$ cat src/rtl/axi4_master_pkg.sv
// Shared constants for the AXI4 initiator: response codes, channel field widths,
// master state encoding and a response-severity helper.
package axi4_pkg;

    localparam int AXLEN_W  = 8;
    localparam int AXSIZE_W = 3;

    localparam logic [1:0] RESP_OKAY   = 2'b00;
    localparam logic [1:0] RESP_EXOKAY = 2'b01;
    localparam logic [1:0] RESP_SLVERR = 2'b10;
    localparam logic [1:0] RESP_DECERR = 2'b11;

    // Master state encoding
    localparam logic [2:0] ST_IDLE = 3'd0;
    localparam logic [2:0] ST_AW   = 3'd1;
    localparam logic [2:0] ST_W    = 3'd2;
    localparam logic [2:0] ST_B    = 3'd3;
    localparam logic [2:0] ST_AR   = 3'd4;
    localparam logic [2:0] ST_R    = 3'd5;
    localparam logic [2:0] ST_DONE = 3'd6;

    // Worst-of by numeric value, so DECERR > SLVERR > EXOKAY > OKAY.
    function automatic logic [1:0] resp_max(input logic [1:0] a, input logic [1:0] b);
        return (a > b) ? a : b;
    endfunction

endpackage

$ cat src/rtl/axi4_master.sv
// Single-outstanding AXI4 INCR initiator: turns a command plus write/read stream
// into one AW/W/B or AR/R burst and reports a per-command completion status.
module axi4_master
    import axi4_pkg::*;
#(
    parameter int DATA_WIDTH = 32,
    parameter int ADDR_WIDTH = 16
) (
    input  logic                  ACLK,
    input  logic                  ARESET,
    input  logic                  cmd_valid,
    output logic                  cmd_ready,
    input  logic                  cmd_write,
    input  logic [ADDR_WIDTH-1:0] cmd_addr,
    input  logic [AXLEN_W-1:0]    cmd_len,
    input  logic [AXSIZE_W-1:0]   cmd_size,
    input  logic                  wr_valid,
    output logic                  wr_ready,
    input  logic [DATA_WIDTH-1:0] wr_data,
    output logic                  rd_valid,
    input  logic                  rd_ready,
    output logic [DATA_WIDTH-1:0] rd_data,
    output logic                  rd_last,
    output logic                  done_valid,
    output logic [1:0]            done_resp,
    output logic                  done_last_err,
    output logic [ADDR_WIDTH-1:0] AWADDR,
    output logic [AXLEN_W-1:0]    AWLEN,
    output logic [AXSIZE_W-1:0]   AWSIZE,
    output logic                  AWVALID,
    input  logic                  AWREADY,
    output logic [DATA_WIDTH-1:0] WDATA,
    output logic                  WLAST,
    output logic                  WVALID,
    input  logic                  WREADY,
    input  logic [1:0]            BRESP,
    input  logic                  BVALID,
    output logic                  BREADY,
    output logic [ADDR_WIDTH-1:0] ARADDR,
    output logic [AXLEN_W-1:0]    ARLEN,
    output logic [AXSIZE_W-1:0]   ARSIZE,
    output logic                  ARVALID,
    input  logic                  ARREADY,
    input  logic [DATA_WIDTH-1:0] RDATA,
    input  logic [1:0]            RRESP,
    input  logic                  RLAST,
    input  logic                  RVALID,
    output logic                  RREADY
);

    logic [2:0]         state;
    logic [AXLEN_W-1:0] beat_cnt;
    logic [1:0]         resp_acc;
    logic               last_err;
    logic               cnt_zero;
    logic               w_hs;
    logic               r_hs;
    logic [1:0]         r_resp_nxt;
    logic               r_lerr_nxt;

    assign cnt_zero = (beat_cnt == '0);

    // Handshake/valid outputs are pure functions of state, so a reset edge drops them all at once.
    assign cmd_ready  = (state == ST_IDLE) && !ARESET;
    assign AWVALID    = (state == ST_AW);
    assign ARVALID    = (state == ST_AR);
    assign BREADY     = (state == ST_B);
    assign done_valid = (state == ST_DONE);

    assign WVALID   = (state == ST_W) && wr_valid;
    assign wr_ready = (state == ST_W) && WREADY;
    assign WDATA    = wr_data;
    assign WLAST    = (state == ST_W) && cnt_zero;

    assign rd_valid = (state == ST_R) && RVALID;
    assign RREADY   = (state == ST_R) && rd_ready;
    assign rd_data  = RDATA;
    assign rd_last  = (state == ST_R) && cnt_zero;

    assign w_hs       = WVALID && WREADY;
    assign r_hs       = RVALID && RREADY;
    assign r_resp_nxt = resp_max(resp_acc, RRESP);
    assign r_lerr_nxt = last_err | (RLAST != cnt_zero);

    always_ff @(posedge ACLK) begin
        if (ARESET) begin
            state         <= ST_IDLE;
            beat_cnt      <= '0;
            resp_acc      <= RESP_OKAY;
            last_err      <= 1'b0;
            done_resp     <= RESP_OKAY;
            done_last_err <= 1'b0;
            AWADDR        <= '0;
            AWLEN         <= '0;
            AWSIZE        <= '0;
            ARADDR        <= '0;
            ARLEN         <= '0;
            ARSIZE        <= '0;
        end else begin
            case (state)
                ST_IDLE: if (cmd_valid) begin
                    beat_cnt <= cmd_len;
                    resp_acc <= RESP_OKAY;
                    last_err <= 1'b0;
                    if (cmd_write) begin
                        AWADDR <= cmd_addr;
                        AWLEN  <= cmd_len;
                        AWSIZE <= cmd_size;
                        state  <= ST_AW;
                    end else begin
                        ARADDR <= cmd_addr;
                        ARLEN  <= cmd_len;
                        ARSIZE <= cmd_size;
                        state  <= ST_AR;
                    end
                end
                ST_AW: if (AWREADY) state <= ST_W;
                ST_AR: if (ARREADY) state <= ST_R;
                ST_W: if (w_hs) begin
                    if (cnt_zero) state <= ST_B;
                    else          beat_cnt <= beat_cnt - 1'b1;
                end
                ST_B: if (BVALID) begin
                    resp_acc      <= BRESP;
                    done_resp     <= BRESP;
                    done_last_err <= last_err;
                    state         <= ST_DONE;
                end
                // Burst length is governed by the count; RLAST is only cross-checked.
                ST_R: if (r_hs) begin
                    resp_acc <= r_resp_nxt;
                    last_err <= r_lerr_nxt;
                    if (cnt_zero) begin
                        done_resp     <= r_resp_nxt;
                        done_last_err <= r_lerr_nxt;
                        state         <= ST_DONE;
                    end else begin
                        beat_cnt <= beat_cnt - 1'b1;
                    end
                end
                ST_DONE: state <= ST_IDLE;
                default: state <= ST_IDLE;
            endcase
        end
    end

endmodule
$ cat config.mk
export PLATFORM = sky130hd
export DESIGN_NAME = axi4_master
export DESIGN_NICKNAME = d
export VERILOG_FILES = /design/src/rtl/axi4_master_pkg.sv /design/src/rtl/axi4_master.sv
export SDC_FILE = /design/constraint.sdc
export NUM_CORES = 1
export LEC_CHECK = 0
export CORE_MARGIN = 4
export CORE_UTILIZATION = 30
export DETAILED_ROUTE_END_ITERATION = 6
export PLACE_DENSITY = 0.78
export SYNTH_ARGS = -nofsm -noshare
export SYNTH_HDL_FRONTEND = slang
export SYNTH_SLANG_ARGS = --single-unit
$ cat constraint.sdc
create_clock -name ACLK -period 4.1 [get_ports ACLK]
set_input_delay 0.41 -clock ACLK [delete_from_list [all_inputs] [get_ports ACLK]]
set_output_delay 0.41 -clock ACLK [all_outputs]
set_load 0.02 [all_outputs]
==> metrics.cfg <==
[synth]
async_flop_share = 0
ys.flop_type = dfxtp_1
syn_area_per_cell_sq_um = 7.76
synthTopCellsByArea = dfxtp_1, buf_4, nand2_1
post-synth-top-count-cell = nand2_1
ys_top_cells_by_count = nand2_1, a21oi_1, dfxtp_1, buf_4, nor2_1
synth-edff-count = 0
seq_area_frac_synth = 0.393
syn-instance-count = 466
ys_ff_latch = 71
yosysTopAreaCellShare = 0.393
synth_cell_types = 49
netlist_area_sq_mm = 0.00361
yosys.area.top_type = dfxtp_1
ys_warn_count = 0
syn-num-nets = 578

[placement]
place_area_sq_mm = 0.00431
gp_congestion = 0.822
dpl_worst_slack_ps = 1390
port_buffers = 110
hpwl_um = 6900

[floorplan]
ios = 239
coreArea_sq_mm = 0.0116
fp.dieArea_sq_mm = 0.0139
start_util = 0.311
rows = 39
die-width_um = 118
fp.dieH_um = 118

[cts]
ctsResizeCount = 0
clk_pin_slew_ps = 60
cts_setup_buffers = 0
ctsHtreeMaxLevel = 3
cts.path.max_buffers = 2
clock-sinks = 71
insertion_delay_ps = 330
cts-root-buf = clkbuf_16
cts_tree = yes
cts_buffers = 9
ctsHoldBuffers = 0

[min_path]
min-delay-start = ARLEN[6]
hold_path_class = flip-flop to flip-flop

[timing]
worstMarginPinSlew_ps = 1180
relSlewSlack = 0.216
drv_slew = 0
fin_crit_sh = 0.697
rsz0062_at_grt = false
hold_violations = 0
fin_ws_ps = 1240
finClkSkew_ps = 5.42
fin_setup_tns_ps = 0
max_freq_ghz = 0.350
final-setup-viol-count = 0
period_needed_ps = 2860

[cells_and_area]
syn_to_final_growth_pct = 27.2
final_area_sq_mm = 0.00460
nets = 612
diodes = 0
drive_above_1_share = 0.0614

[global_route]
grt_util_met1 = 0.161
met3_usage = 0.0572
overflow = 0
grt_first_pass_wirelength_um = 16100
grt_max_degree = 66
met2_usage = 0.234
top_usage_layer = met2
first_global_vias = 3260
gr-usage-all-layers = 0.141
antenna_found_initial = 0

[worst_setup_path]
regToRegStartpoint = state[1]
cp.arrival_ps = 2450
worstPathRequired_ps = 3690
worstSetupStartpointType = flip-flop
worstPathCellList = nand2b_1 > nor2_1 > clkdlybuf4s50_1
path_max_fanout = 21
critPathKind = flip-flop to output pin
critPathCaptureType = output pin
startpoint = state[1]
max_stage_delay_ps = 740
cpMaxStageDelayCell = dfxtp_1

[route]
drt_iter0_markers = 212
num_vias = 3221
dr.pass1.iters = 4
viasPerCell = 4.97
ant_nets = 0
wire_per_inst_um = 15.4
finalWirelength_um = 9960
drc = 0

[power_and_ir_drop]
finalPower_uw = 2780
ir_drop_mv = 0.323
cellLeakagePower_uw = 0.00165
power.density_mw_per_mm2 = 604

[job]
max_cap_viol_count = 0

[status]
outcome = finished clean

[registers in the layout, indices dropped and copies added, names as in the netlist]
| signal | count |
|---|---|
| ARADDR | 16 |
| ARLEN | 8 |
| ARSIZE | 3 |
| AWADDR | 16 |
| AWLEN | 8 |
| AWSIZE | 3 |
| beat_cnt | 8 |
| done_last_err | 1 |
| done_resp | 2 |
| last_err | 1 |
| resp_acc | 2 |
| state | 3 |
[cells in the final DEF, fill, tap and decap left out, drive strengths merged, types with 3 or more instances in the layout]
master,instances
mux2i,3
nor3b,3
and3,5
nand2b,5
a31oi,3
nand3,3
nor2,19
nor4,3
a211oi,3
nor3,9
buf,4
ha,5
clkbuf,11
inv,10
and2,3
o21ai,10
o211ai,6
dfxtp,71
nand2,115
clkdlybuf4s50,109
clkinv,4
a21oi,75
[critical path, delay by kind of cell, from the launching register on]
family | cells | cell delay [ps]
buffers and inverters | 1 | 700
DFF | 1 | 740
and+or+nand+nor | 2 | 680
[power by group]
part	total [uW]	switching, uW	internal (uW)
logic	1080	636	443
clock network	752	304	448
registers	944	134	811
[metal layers]
metal,part of all wire,vias to the layer above
met4,0.022,0
met2,0.49,113
met5,0,-
li1,-,1575
met3,0.081,27
met1,0.41,1506
[metrics by stage]
step	hold slack (ps)	util	cells
global route	470	0.396	648
floorplan	475	-	466
CTS	455	0.396	648
detailed placement	446	0.371	632
global placement	440	0.371	632
finish	451	0.396	648
[cell families after synthesis]
kind of cell / after synthesis / share of synthesized area
simple gates: 174 / 0.216
compound gates: 112 / 0.183
buf+inv: 99 / 0.177
flops: 71 / 0.393
fa+ha+maj: 5 / 0.0173
mux: 3 / 0.00831
xor+xnor: 2 / 0.00485
[area by class of cell]
class,count,area (sq um)
Fill cell,1185,7020
Multi-Input combinational cell,296,1550
Sequential cell,71,1420
Timing Repair Buffer,113,1120
Clock buffer,11,253
Tap cell,143,179
Clock inverter,5,40.0
Inverter,9,33.8
[worst paths after layout]
| kind | slack (ps) | endpoint | cells past startpoint |
|---|---|---|---|
| worst max-delay path | 1240 | BREADY | 3 |
| worst min-delay path | 450 | ARLEN[6] | 2 |
| worst max register to register | 1630 | beat_cnt[5] | 5 |
| worst min register to register | 450 | ARLEN[6] | 2 |
Note: power is estimated with default switching activity, not from simulation.
